`config.mk`:
```
export PLATFORM = sky130hd
export DESIGN_NAME = cart_loader
export DESIGN_NICKNAME = d
export VERILOG_FILES = /design/src/rtl/cart_pkg.sv /design/src/rtl/cart_byte_fifo.sv /design/src/rtl/cart_loader.sv
export SDC_FILE = /design/constraint.sdc
export NUM_CORES = 1
export LEC_CHECK = 0
export BUFFER_PORTS_ARGS = -buffer_cell sky130_fd_sc_hd__buf_2
export CAP_MARGIN = 40
export CORE_UTILIZATION = 32
export CTS_CLUSTER_SIZE = 30
export DETAILED_ROUTE_END_ITERATION = 10
export PLACE_DENSITY = 0.57
export SKIP_CTS_REPAIR_TIMING = 1
export SYNTH_ARGS = -nofsm -noshare
export SYNTH_HDL_FRONTEND = slang
export SYNTH_SLANG_ARGS = --single-unit
```
`constraint.sdc`:
```
create_clock -name clk_sys -period 105.4 [get_ports clk_sys]
set_input_delay 5.27 -clock clk_sys [delete_from_list [all_inputs] [get_ports clk_sys]]
set_output_delay 5.27 -clock clk_sys [all_outputs]
set_load 0.005 [all_outputs]
```
`src/rtl/cart_pkg.sv`:
```
// Shared types, bankswitch codes and mask helper for the cartridge loader.
package cart_pkg;

   typedef enum logic [2:0] {
      IDLE,
      LOAD,
      DRAIN,
      FINALIZE,
      DONE
   } cart_state_t;

   // Bankswitch codes as reported by detect2600 on det_force_bs.
   typedef enum logic [3:0] {
      BS_NONE = 4'h0,
      BS_E0   = 4'h1,
      BS_3F   = 4'h2,
      BS_FE   = 4'h3,
      BS_AR   = 4'h4,
      BS_F0   = 4'h5,
      BS_E7   = 4'h6,
      BS_UA   = 4'h7,
      BS_CV   = 4'h8,
      BS_FA   = 4'h9,
      BS_DPC  = 4'hA,
      BS_3E   = 4'hB
   } bs_code_t;

   localparam logic [10:0] MIN_MASK = 11'h7FF;

   // Smallest (2^k)-1 covering the last byte address, never below MIN_MASK.
   function automatic logic [31:0] size_to_mask(input logic [31:0] size);
      logic [31:0] last;
      logic [31:0] mask;
      last = (size == 32'd0) ? 32'd0 : size - 32'd1;
      mask = 32'(MIN_MASK);
      for (int i = 0; i < 21; i++) begin
         if (mask < last) mask = {mask[30:0], 1'b1};
      end
      return mask;
   endfunction

endpackage

```
`src/rtl/cart_byte_fifo.sv`:
```
// Small power-of-two FIFO holding {addr, data} write entries for cart memory.
module cart_byte_fifo #(
   parameter int unsigned DEPTH = 4,
   parameter int unsigned WIDTH = 25,
   parameter int unsigned CNT_W = $clog2(DEPTH) + 1
) (
   input  logic             clk_sys,
   input  logic             flush,
   input  logic             push,
   input  logic [WIDTH-1:0] wr_data,
   input  logic             pop,
   output logic [WIDTH-1:0] rd_data,
   output logic             empty,
   output logic             full,
   output logic [CNT_W-1:0] count
);

   localparam int unsigned PTR_W = $clog2(DEPTH);

   logic [WIDTH-1:0] mem [DEPTH];
   logic [PTR_W-1:0] wr_ptr;
   logic [PTR_W-1:0] rd_ptr;
   logic             do_push;
   logic             do_pop;

   assign empty   = (count == '0);
   assign full    = (count == CNT_W'(DEPTH));
   assign do_push = push & ~full;
   assign do_pop  = pop & ~empty;
   assign rd_data = mem[rd_ptr];

   always_ff @(posedge clk_sys) begin
      if (flush) begin
         wr_ptr <= '0;
         rd_ptr <= '0;
         count  <= '0;
         for (int i = 0; i < int'(DEPTH); i++) mem[i] <= '0;
      end else begin
         if (do_push) begin
            mem[wr_ptr] <= wr_data;
            wr_ptr      <= wr_ptr + PTR_W'(1);
         end
         if (do_pop) rd_ptr <= rd_ptr + PTR_W'(1);
         count <= count + CNT_W'(do_push) - CNT_W'(do_pop);
      end
   end

endmodule

```
`src/rtl/cart_loader.sv`:
```
// Consumes the ioctl ROM stream, writes it to cart memory and latches the image summary.
// Optional CART_CHECKSUM_EN adds a 16-bit sum of all bytes written to memory.
module cart_loader
   import cart_pkg::*;
#(
   parameter int unsigned ADDR_W     = 17,
   parameter int unsigned FIFO_DEPTH = 4,
   parameter logic [7:0]  CART_INDEX = 8'h00
) (
   input  logic              clk_sys,
   input  logic              reset,
   input  logic              ioctl_download,
   input  logic              ioctl_wr,
   input  logic [24:0]       ioctl_addr,
   input  logic [7:0]        ioctl_dout,
   input  logic [7:0]        ioctl_index,
   output logic              ioctl_wait,
   input  logic [3:0]        det_force_bs,
   input  logic              det_sc,
   output logic [ADDR_W-1:0] mem_addr,
   output logic [7:0]        mem_data,
   output logic              mem_valid,
   input  logic              mem_ready,
   output logic [31:0]       cart_size,
   output logic [ADDR_W-1:0] cart_mask,
   output logic [3:0]        bs,
   output logic              sc,
   output logic              loaded,
`ifdef CART_CHECKSUM_EN
   output logic [15:0]       checksum,
`endif
   output logic              overflow
);

   localparam int unsigned       CNT_W    = $clog2(FIFO_DEPTH) + 1;
   localparam int unsigned       ENT_W    = ADDR_W + 8;
   localparam logic [31:0]       CAP_MASK = 32'((64'd1 << ADDR_W) - 64'd1);
   localparam logic [CNT_W-1:0]  WAIT_SET = CNT_W'(FIFO_DEPTH - 1);
   localparam logic [CNT_W-1:0]  WAIT_CLR = CNT_W'(FIFO_DEPTH - 3);

   cart_state_t      state;
   logic             dl_q;
   logic             active;
   logic             start;
   logic             sess_wr;
   logic             in_range;
   logic             push;
   logic             drop;
   logic             pop;
   logic             fifo_empty;
   logic             fifo_full;
   logic [CNT_W-1:0] fifo_count;
   logic [CNT_W-1:0] count_next;
   logic [ENT_W-1:0] head;
   logic [31:0]      mask_full;

   assign active     = ioctl_download & (ioctl_index == CART_INDEX);
   assign start      = active & ~dl_q & ((state == IDLE) | (state == DONE));
   assign sess_wr    = ioctl_wr & active & ((state == LOAD) | start);
   assign in_range   = (ioctl_addr >> ADDR_W) == 25'd0;
   assign push       = sess_wr & in_range & ~fifo_full;
   assign drop       = sess_wr & (~in_range | fifo_full);
   assign mem_valid  = ~fifo_empty;
   assign pop        = mem_valid & mem_ready;
   assign mem_addr   = head[ENT_W-1:8];
   assign mem_data   = head[7:0];
   assign count_next = fifo_count + CNT_W'(push) - CNT_W'(pop);
   assign mask_full  = size_to_mask(cart_size);

   // Reset doubles as flush so no write survives an abandoned load.
   cart_byte_fifo #(
      .DEPTH (FIFO_DEPTH),
      .WIDTH (ENT_W),
      .CNT_W (CNT_W)
   ) u_fifo (
      .clk_sys (clk_sys),
      .flush   (reset),
      .push    (push),
      .wr_data ({ioctl_addr[ADDR_W-1:0], ioctl_dout}),
      .pop     (pop),
      .rd_data (head),
      .empty   (fifo_empty),
      .full    (fifo_full),
      .count   (fifo_count)
   );

   always_ff @(posedge clk_sys) begin
      if (reset) begin
         state      <= IDLE;
         dl_q       <= ioctl_download;
         ioctl_wait <= 1'b0;
         cart_size  <= '0;
         cart_mask  <= '0;
         bs         <= BS_NONE;
         sc         <= 1'b0;
         loaded     <= 1'b0;
         overflow   <= 1'b0;
`ifdef CART_CHECKSUM_EN
         checksum   <= '0;
`endif
      end else begin
         dl_q <= ioctl_download;

         // Hysteresis leaves room for one write already in flight when wait rises.
         if (count_next >= WAIT_SET) ioctl_wait <= 1'b1;
         else if (count_next <= WAIT_CLR) ioctl_wait <= 1'b0;

         case (state)
            IDLE:     if (start) state <= LOAD;
            LOAD:     if (!ioctl_download) state <= DRAIN;
            DRAIN:    if (fifo_empty) state <= FINALIZE;
            FINALIZE: begin
               bs        <= det_force_bs;
               sc        <= det_sc;
               cart_mask <= (mask_full > CAP_MASK) ? '1 : ADDR_W'(mask_full);
               loaded    <= 1'b1;
               state     <= DONE;
            end
            DONE:     if (start) state <= LOAD;
            default:  state <= IDLE;
         endcase

         if (start) begin
            cart_size <= '0;
            overflow  <= 1'b0;
            loaded    <= 1'b0;
         end
         if (sess_wr) cart_size <= {7'b0, ioctl_addr} + 32'd1;
         if (drop) overflow <= 1'b1;

`ifdef CART_CHECKSUM_EN
         if (start) checksum <= '0;
         else if (pop) checksum <= checksum + 16'(mem_data);
`endif
      end
   end

endmodule

```
==> results.md, run 1 <==
| Metric | Value |
|:---|:---|
| Result of the run | complete, no violations |
| Overflow left after global routing | 0 |
| Initial standard-cell utilization of the core | 32.46% |
| First-pass GRT wire length | 98,350 µm |
| Largest stage delay, worst path | 0.83 ns |
| Synthesized flop and latch total | 154 |
| Floorplan die width | 233.3 µm |
| Number of enable-type register cells in the synthesized netlist | 100 |
| R2R setup slack | 58.77 ns |
| Cts bufs inserted | 17 |
| Area growth from synthesis to layout | 12.60% |
| Met3 GRT Util | 3.125% |
| Total Routed Length | 63,880 µm |
| Clock Skews | 0.01440 ns |
| Total instance count after detailed placement | 2,906 |
| Share of the yosys chip area belonging to registers | 23.85% |
| Number of core rows | 84 |
| Via total after detailed routing | 17,364 |
| WP data arrival | 46.96 ns |
| Remaining routing DRC violations | 0 |
| Met2 global-route usage | 37.45% |
| Highest achievable clock rate | 21.45 MHz |
| Antenna violations before repair | 1 |
| Routed wire per std cell | 21.73 µm |
| Ratio of cells with drive above 1 in the final layout | 15.07% |
| Worst setup EP type | flip-flop |
| Most frequently used flop master after synthesis | edfxtp_1 |
| Unrepaired setup endpoints after global routing | false |
| Critical Path Fanout Max | 38 |
| Vias per Instance | 5.908 |
| Most used cells in the layout excluding fill and tap cells | nand2_1 (242), nor2_1 (238), ha_1 (191) |
| Hpwl dp | 47,940 µm |
| CTS root buffer | clkbuf_16 |
| Number of distinct library cell variants in the gate-level netlist after synthesis | 99 |
| Finished Layout Cells | 2,939 |
| Worst Path Class, Setup | flip-flop to flip-flop |
| Number of global-route vias before repair | 16,466 |
| Final Wtd Congestion | 0.9560 |
| Number of pins exceeding their max-slew limit in the final report | 0 |
| Final cell area excluding filler cells | 0.01928 mm² |
| CTS tree | done |
| Final core utilization | 36.55% |
| Most frequent CP cell | a21o_1 |
| Met1 layer usage reported by global route | 31.78% |
| Synth Instances | 2,142 |
| Slew of the pin with the lowest slew margin | 1.031 ns |
| Final min period | 46.63 ns |
| Max-Slew Margin vs Limit | 31.27% |
| Data required, critical path | 105.74 ns |
| Maximum number of pins on one net before global-route repair | 54 |
| Number of top-level pins | 134 |
| Standard cell core area | 0.05276 mm² |
| CTS sink count | 154 |
| Peak-usage layer in the global routing report | met2 |
| Kind of start point of the critical path | flip-flop |
| Total negative setup slack | 0 ns |
| Leading cell type in the layout, fill and taps excluded | nand2_1 |
| Clock Path Buffers | 2 |
| Yosys warning count | 0 |
| Cell area after synthesis | 0.01713 mm² |
| Asr flop ratio synth | 0% |
| Hold Vio Cnt, Final | 0 |
| Layout net count | 2,480 |
| Die footprint | 0.05445 mm² |
| Clock transition at the register clock pins on the worst setup and hold paths after CTS | 0.08 ns |
| Min-delay worst type | flip-flop to flip-flop |
| Setup-failing EPs final | 0 |
| Maximum Capacitance Violations | 0 |
| IO buf count | 127 |
| Mean Syn Cell Area | 7.995 µm² |
| Global-route usage over all layers | 23.29% |
| Clock network latency to the later pin of the worst-skew pair | 0.42 ns |
| Die height | 233.3 µm |
| Drt first pass iters | 6 |
| Cell Area, Placed | 0.01868 mm² |
| Final period util | 44.24% |
| Number of routed nets with antenna violations | 0 |
| Iteration-0 DRC count of the detailed router | 1,905 |
| Cell type of the slowest stage on the worst timing path | a221oi_1 |
| H-tree levels | 4 |
## registers in the layout (all words and copies together) (netlist names), named ones only
| signal | flops |
|---|---|
| sc | 1 |
| u_fifo.wr_ptr | 2 |
| loaded | 1 |
| u_fifo.rd_ptr | 2 |
| cart_size | 26 |
| u_fifo.mem | 100 |
| state | 3 |
| overflow | 1 |
| cart_mask | 7 |
| u_fifo.count | 3 |
| ioctl_wait | 1 |
| dl_q | 1 |
| bs | 4 |
## through the flow
step	hold slack (ns)	setup WS (ns)
global route	0.4718	55.48
global placement	0.4421	60.06
detailed placement	0.4484	59.95
CTS	0.4601	59.69
floorplan	0.4482	63.94
finish	0.4553	58.77
## cells in the mapped netlist, drive strengths merged (30+ instances only)
cell      n  area share [%]
nand2   242             5.3
nor2    242             5.3
ha      191              14
a21oi   141             4.2
o21ai   120             3.5
edfxtp  100              18
inv      95             2.1
nand3    95             2.9
nor3     82             2.6
clkbuf   81             1.8
dfxtp    54             6.3
buf      50             1.7
nand4    43             1.6
and2     40             1.5
a21o     39             1.7
mux2i    34             2.1
nor4     30             1.5
## critical path, delay by kind of cell, from the launching register on
family,cells,cell delay (ns)
fa+ha+maj,18,4.93
simple gates,60,13.01
mux,2,0.55
flops,1,0.37
buf+inv,12,2.49
compound gates,99,24.21
xor+xnor,2,0.77
## cell type report
class	count	area [µm²]
Fill cell	5547	33480
Multi-Input combinational cell	1781	12250
Sequential cell	154	4085
Timing Repair Buffer	188	1124
Tap cell	688	860.8
Clock buffer	17	425.4
Inverter	95	356.6
Clock inverter	15	175.2
Antenna cell	1	2.502
## final timing paths
check / start / endpoint / depth (start not counted)
min: bs[0] / bs[0] / 2
min reg2reg: bs[0] / bs[0] / 2
max: cart_size[3] / cart_mask[16] / 193
max reg2reg: cart_size[3] / cart_mask[16] / 193
## metal layers
metal / up-vias / wire length, µm
li1: 8209 / -
met1: 8313 / 28570
met2: 711 / 29070
met3: 131 / 4199
met4: 0 / 2040
met5: - / 0
## kinds of logic after synthesis
kind of cell | share of synthesized area, %
mux | 6.181
simple gates | 24.82
flops | 23.85
xor+xnor | 1.995
fa+ha+maj | 14.14
other cells | 0.04385
buf+inv | 5.567
compound gates | 23.41
Power of run 1 is not shown: default switching activity piles up to over one toggle a cycle in this logic, so the estimate is an artifact.
==> run 2: changes to the inputs <==
--- a/config.mk
+++ b/config.mk
@@ -5,12 +5,13 @@
 export SDC_FILE = /design/constraint.sdc
 export NUM_CORES = 1
 export LEC_CHECK = 0
+export ABC_AREA = 1
 export BUFFER_PORTS_ARGS = -buffer_cell sky130_fd_sc_hd__buf_2
 export CAP_MARGIN = 40
 export CORE_UTILIZATION = 32
 export CTS_CLUSTER_SIZE = 30
 export DETAILED_ROUTE_END_ITERATION = 10
-export PLACE_DENSITY = 0.57
+export PLACE_DENSITY = 0.59
 export SKIP_CTS_REPAIR_TIMING = 1
 export SYNTH_ARGS = -nofsm -noshare
 export SYNTH_HDL_FRONTEND = slang
==> constraint.sdc (replaced) <==
create_clock -name clk_sys -period 37.3 [get_ports clk_sys]
set_input_delay 1.865 -clock clk_sys [delete_from_list [all_inputs] [get_ports clk_sys]]
set_output_delay 1.865 -clock clk_sys [all_outputs]
set_load 0.005 [all_outputs]
==> results.md, run 2 <==
| Metric | Value | Delta |
|:---|:---|:---|
| Peak-usage layer in the global routing report | met2 |  |
| Via total after detailed routing | 15,504 | -11% |
| Ratio of cells with drive above 1 in the final layout | 14.40% | -0.67 points |
| First-pass GRT wire length | 76,750 µm | -22% |
| Clock transition at the register clock pins on the worst setup and hold paths after CTS | 0.07 ns | about the same |
| Hold Vio Cnt, Final | 0 | unchanged |
| Cell Area, Placed | 0.01677 mm² | -10% |
| Standard cell core area | 0.04775 mm² | -9.5% |
| Share of the yosys chip area belonging to registers | 26.35% | +2.5 points |
| Die height | 222.1 µm | -4.8% |
| Routed wire per std cell | 15.88 µm | -27% |
| Number of fill cells in the layout | 5,070 | -8.6% |
| Biggest registers after layout | u_fifo.mem x100, cart_size x26, cart_mask x7 |  |
| Hpwl dp | 35,530 µm | -26% |
| Floorplan die width | 222.1 µm | -4.8% |
| WP data arrival | 34.16 ns | -12.80 ns |
| Cell type of the slowest stage on the worst timing path | a2111oi_0 |  |
| Critical Path Fanout Max | 24 | -37% |
| Beginning of the critical path | cart_size[8] |  |
| CTS sink count | 154 | unchanged |
| Synth Instances | 2,303 | +7.5% |
| Remaining routing DRC violations | 0 | unchanged |
| Drt first pass iters | 6 | unchanged |
| Worst Path Class, Setup | flip-flop to flip-flop |  |
| Setup-failing EPs final | 0 | unchanged |
| Register name with the most flops | u_fifo.mem |  |
| Number of global-route vias before repair | 14,659 | -11% |
| Global-route usage over all layers | 19.31% | -4.0 points |
| Maximum number of pins on one net before global-route repair | 52 | -3.7% |
| Met2 global-route usage | 32.95% | -4.5 points |
| Start point of the worst hold path | u_fifo.rd_ptr[1] |  |
| Cell area after synthesis | 0.01550 mm² | -9.5% |
| Number of buffer and inverter instances along the worst setup path | 47 | +35 |
| Final min period | 33.83 ns | -12.79 ns |
| Most used cells in the layout excluding fill and tap cells | nand2_1 (596), inv_1 (291), nor2_1 (241) |  |
| Number of core rows | 80 | -4.8% |
| Result of the run | complete, no violations |  |
| Vias per Instance | 5.100 | -14% |
| Worst setup EP type | flip-flop |  |
| Layout net count | 2,654 | +7.0% |
| Area growth from synthesis to layout | 12.55% | about the same |
| Number of distinct library cell variants in the gate-level netlist after synthesis | 66 | -33% |
| Largest stage delay, worst path | 0.54 ns | -0.29 ns |
| Highest achievable clock rate | 29.56 MHz | +38% |
| Most frequent CP cell | nand2_1 |  |
| Met3 GRT Util | 2.955% | -0.17 points |
| CTS root buffer | clkbuf_16 |  |
| Max-Slew Margin vs Limit | 47.99% | +17 points |
| Most frequent cells after synthesis | nand2_1 (599), inv_1 (296), nor2_1 (243) |  |
| Number of routed nets with antenna violations | 0 | unchanged |
| Maximum Capacitance Violations | 0 | unchanged |
| Total Routed Length | 48,270 µm | -24% |
| Yosys warning count | 0 | unchanged |
| Overflow left after global routing | 0 | unchanged |
| Leading cell type in the layout, fill and taps excluded | nand2_1 |  |
| Met1 layer usage reported by global route | 24.87% | -6.9 points |
| Cts bufs inserted | 17 | unchanged |
| Number of enable-type register cells in the synthesized netlist | 100 | unchanged |
| Most frequently used flop master after synthesis | edfxtp_1 |  |
| Final Wtd Congestion | 0.9466 | -0.98% |
| Data required, critical path | 37.63 ns | -68.11 ns |
| Cell type with the largest total area after synthesis | edfxtp_1 |  |
| Hold Path Cell Cnt | 2 | unchanged |
| Top cell type's share of synthesized area | 19.38% | +1.8 points |
| Clock Path Buffers | 2 | unchanged |
| H-tree levels | 4 | unchanged |
| WP depth | 196 | +1.6% |
| Synthesized flop and latch total | 154 | unchanged |
| IO buf count | 127 | unchanged |
| Clock network latency to the later pin of the worst-skew pair | 0.44 ns | +0.02 ns |
| Number of top-level pins | 134 | unchanged |
| Slew of the pin with the lowest slew margin | 0.7753 ns | -0.2556 ns |
| Iteration-0 DRC count of the detailed router | 1,160 | -39% |
| Mean Syn Cell Area | 6.730 µm² | -16% |
| Final cell area excluding filler cells | 0.01744 mm² | -9.5% |
| CTS tree | done |  |
| Cell family contributing the most delay on the critical path | simple AND/OR/NAND/NOR gates |  |
| Flip-flop count of the largest register, all copies and words added | 100 | unchanged |
| Initial standard-cell utilization of the core | 32.46% | about the same |
| Min-delay worst type | flip-flop to flip-flop |  |
| Final period util | 90.70% | +46 points |
| Die footprint | 0.04932 mm² | -9.4% |
| Asr flop ratio synth | 0% | unchanged |
| Top cells by area, synth | edfxtp_1 (19%), ha_1 (15%), nand2_1 (15%) |  |
| Number of pins exceeding their max-slew limit in the final report | 0 | unchanged |
| Final hold slack | 0.4731 ns | +0.01777 ns |
| Dominant cell by count in the synthesized netlist | nand2_1 |  |
| Final core utilization | 36.53% | about the same |
| R2r startpoint | cart_size[8] |  |
| Clock Skews | 0.01365 ns | -0.0007501 ns |
| Antenna violations before repair | 1 | unchanged |
| Number of cells traversed by the worst register-to-register path | 196 | +1.6% |
| Kind of start point of the critical path | flip-flop |  |
[run 2: changes by cell type after synthesis, sizes merged, moves of 33 or more]
cell and change:
and2 -36, a21o -38, mux2i -33, inv +227, nand3 +42, clkbuf -41
nand2 +432
[run 2: layout make-up]
cell class / instances / area, µm² / area share (%)
multi-input combinational: 1754 / 9864 / 56.55
sequential: 154 / 4084 / 23.41
inverter: 328 / 1247 / 7.152
timing repair buffer: 156 / 863.3 / 4.949
tap: 615 / 769.5 / 4.411
clock buffer: 17 / 425.4 / 2.439
clock inverter: 15 / 186.4 / 1.069
antenna: 1 / 2.502 / 0.01435
[run 2: worst register-to-register path, delay by kind of cell, from the launching register on]
family                     cells  cell delay, ns
and+or+nand+nor               79           11.60
AOI/OAI and AO/OA             52            9.36
buffers and inverters         47            7.47
adders and majority gates     18            4.93
DFF                            1            0.36
[run 2: metal layers]
metal,wire length (µm),up-vias
met5,0,-
met4,1266,0
met3,2671,91
met2,22800,454
met1,21530,7141
li1,-,7818
[run 2: per-stage QoR]
step / setup WS (ns) / setup TNS (ns) / std cells
finish: 3.468 / 0 / 3040
global route: -0.01371 / -0.03058 / 3040
CTS: 1.053 / 0 / 3038
detailed placement: 1.139 / 0 / 3006
global placement: 2.134 / 0 / 3003
floorplan: 10.11 / 0 / 2322
[run 2: final timing paths]
check	slack (ns)	to
min reg2reg	0.47	flip-flop
max	3.47	cart_mask[13]
min	0.47	flip-flop
max reg2reg	3.47	cart_mask[13]
[run 2: cells by family (layout without fill, tap and decap cells)]
logic type	Yosys count	in the layout	share of synthesized area, %
simple gates	1199	1199	34.21
compound gates	338	338	12.76
fa+ha+maj	192	192	15.55
buf+inv	414	516	10.85
other cells	2	22	0.04846
flops	154	154	26.35
xor+xnor	3	3	0.1696
mux	1	1	0.06459
Power of run 2 is left out for the same reason.
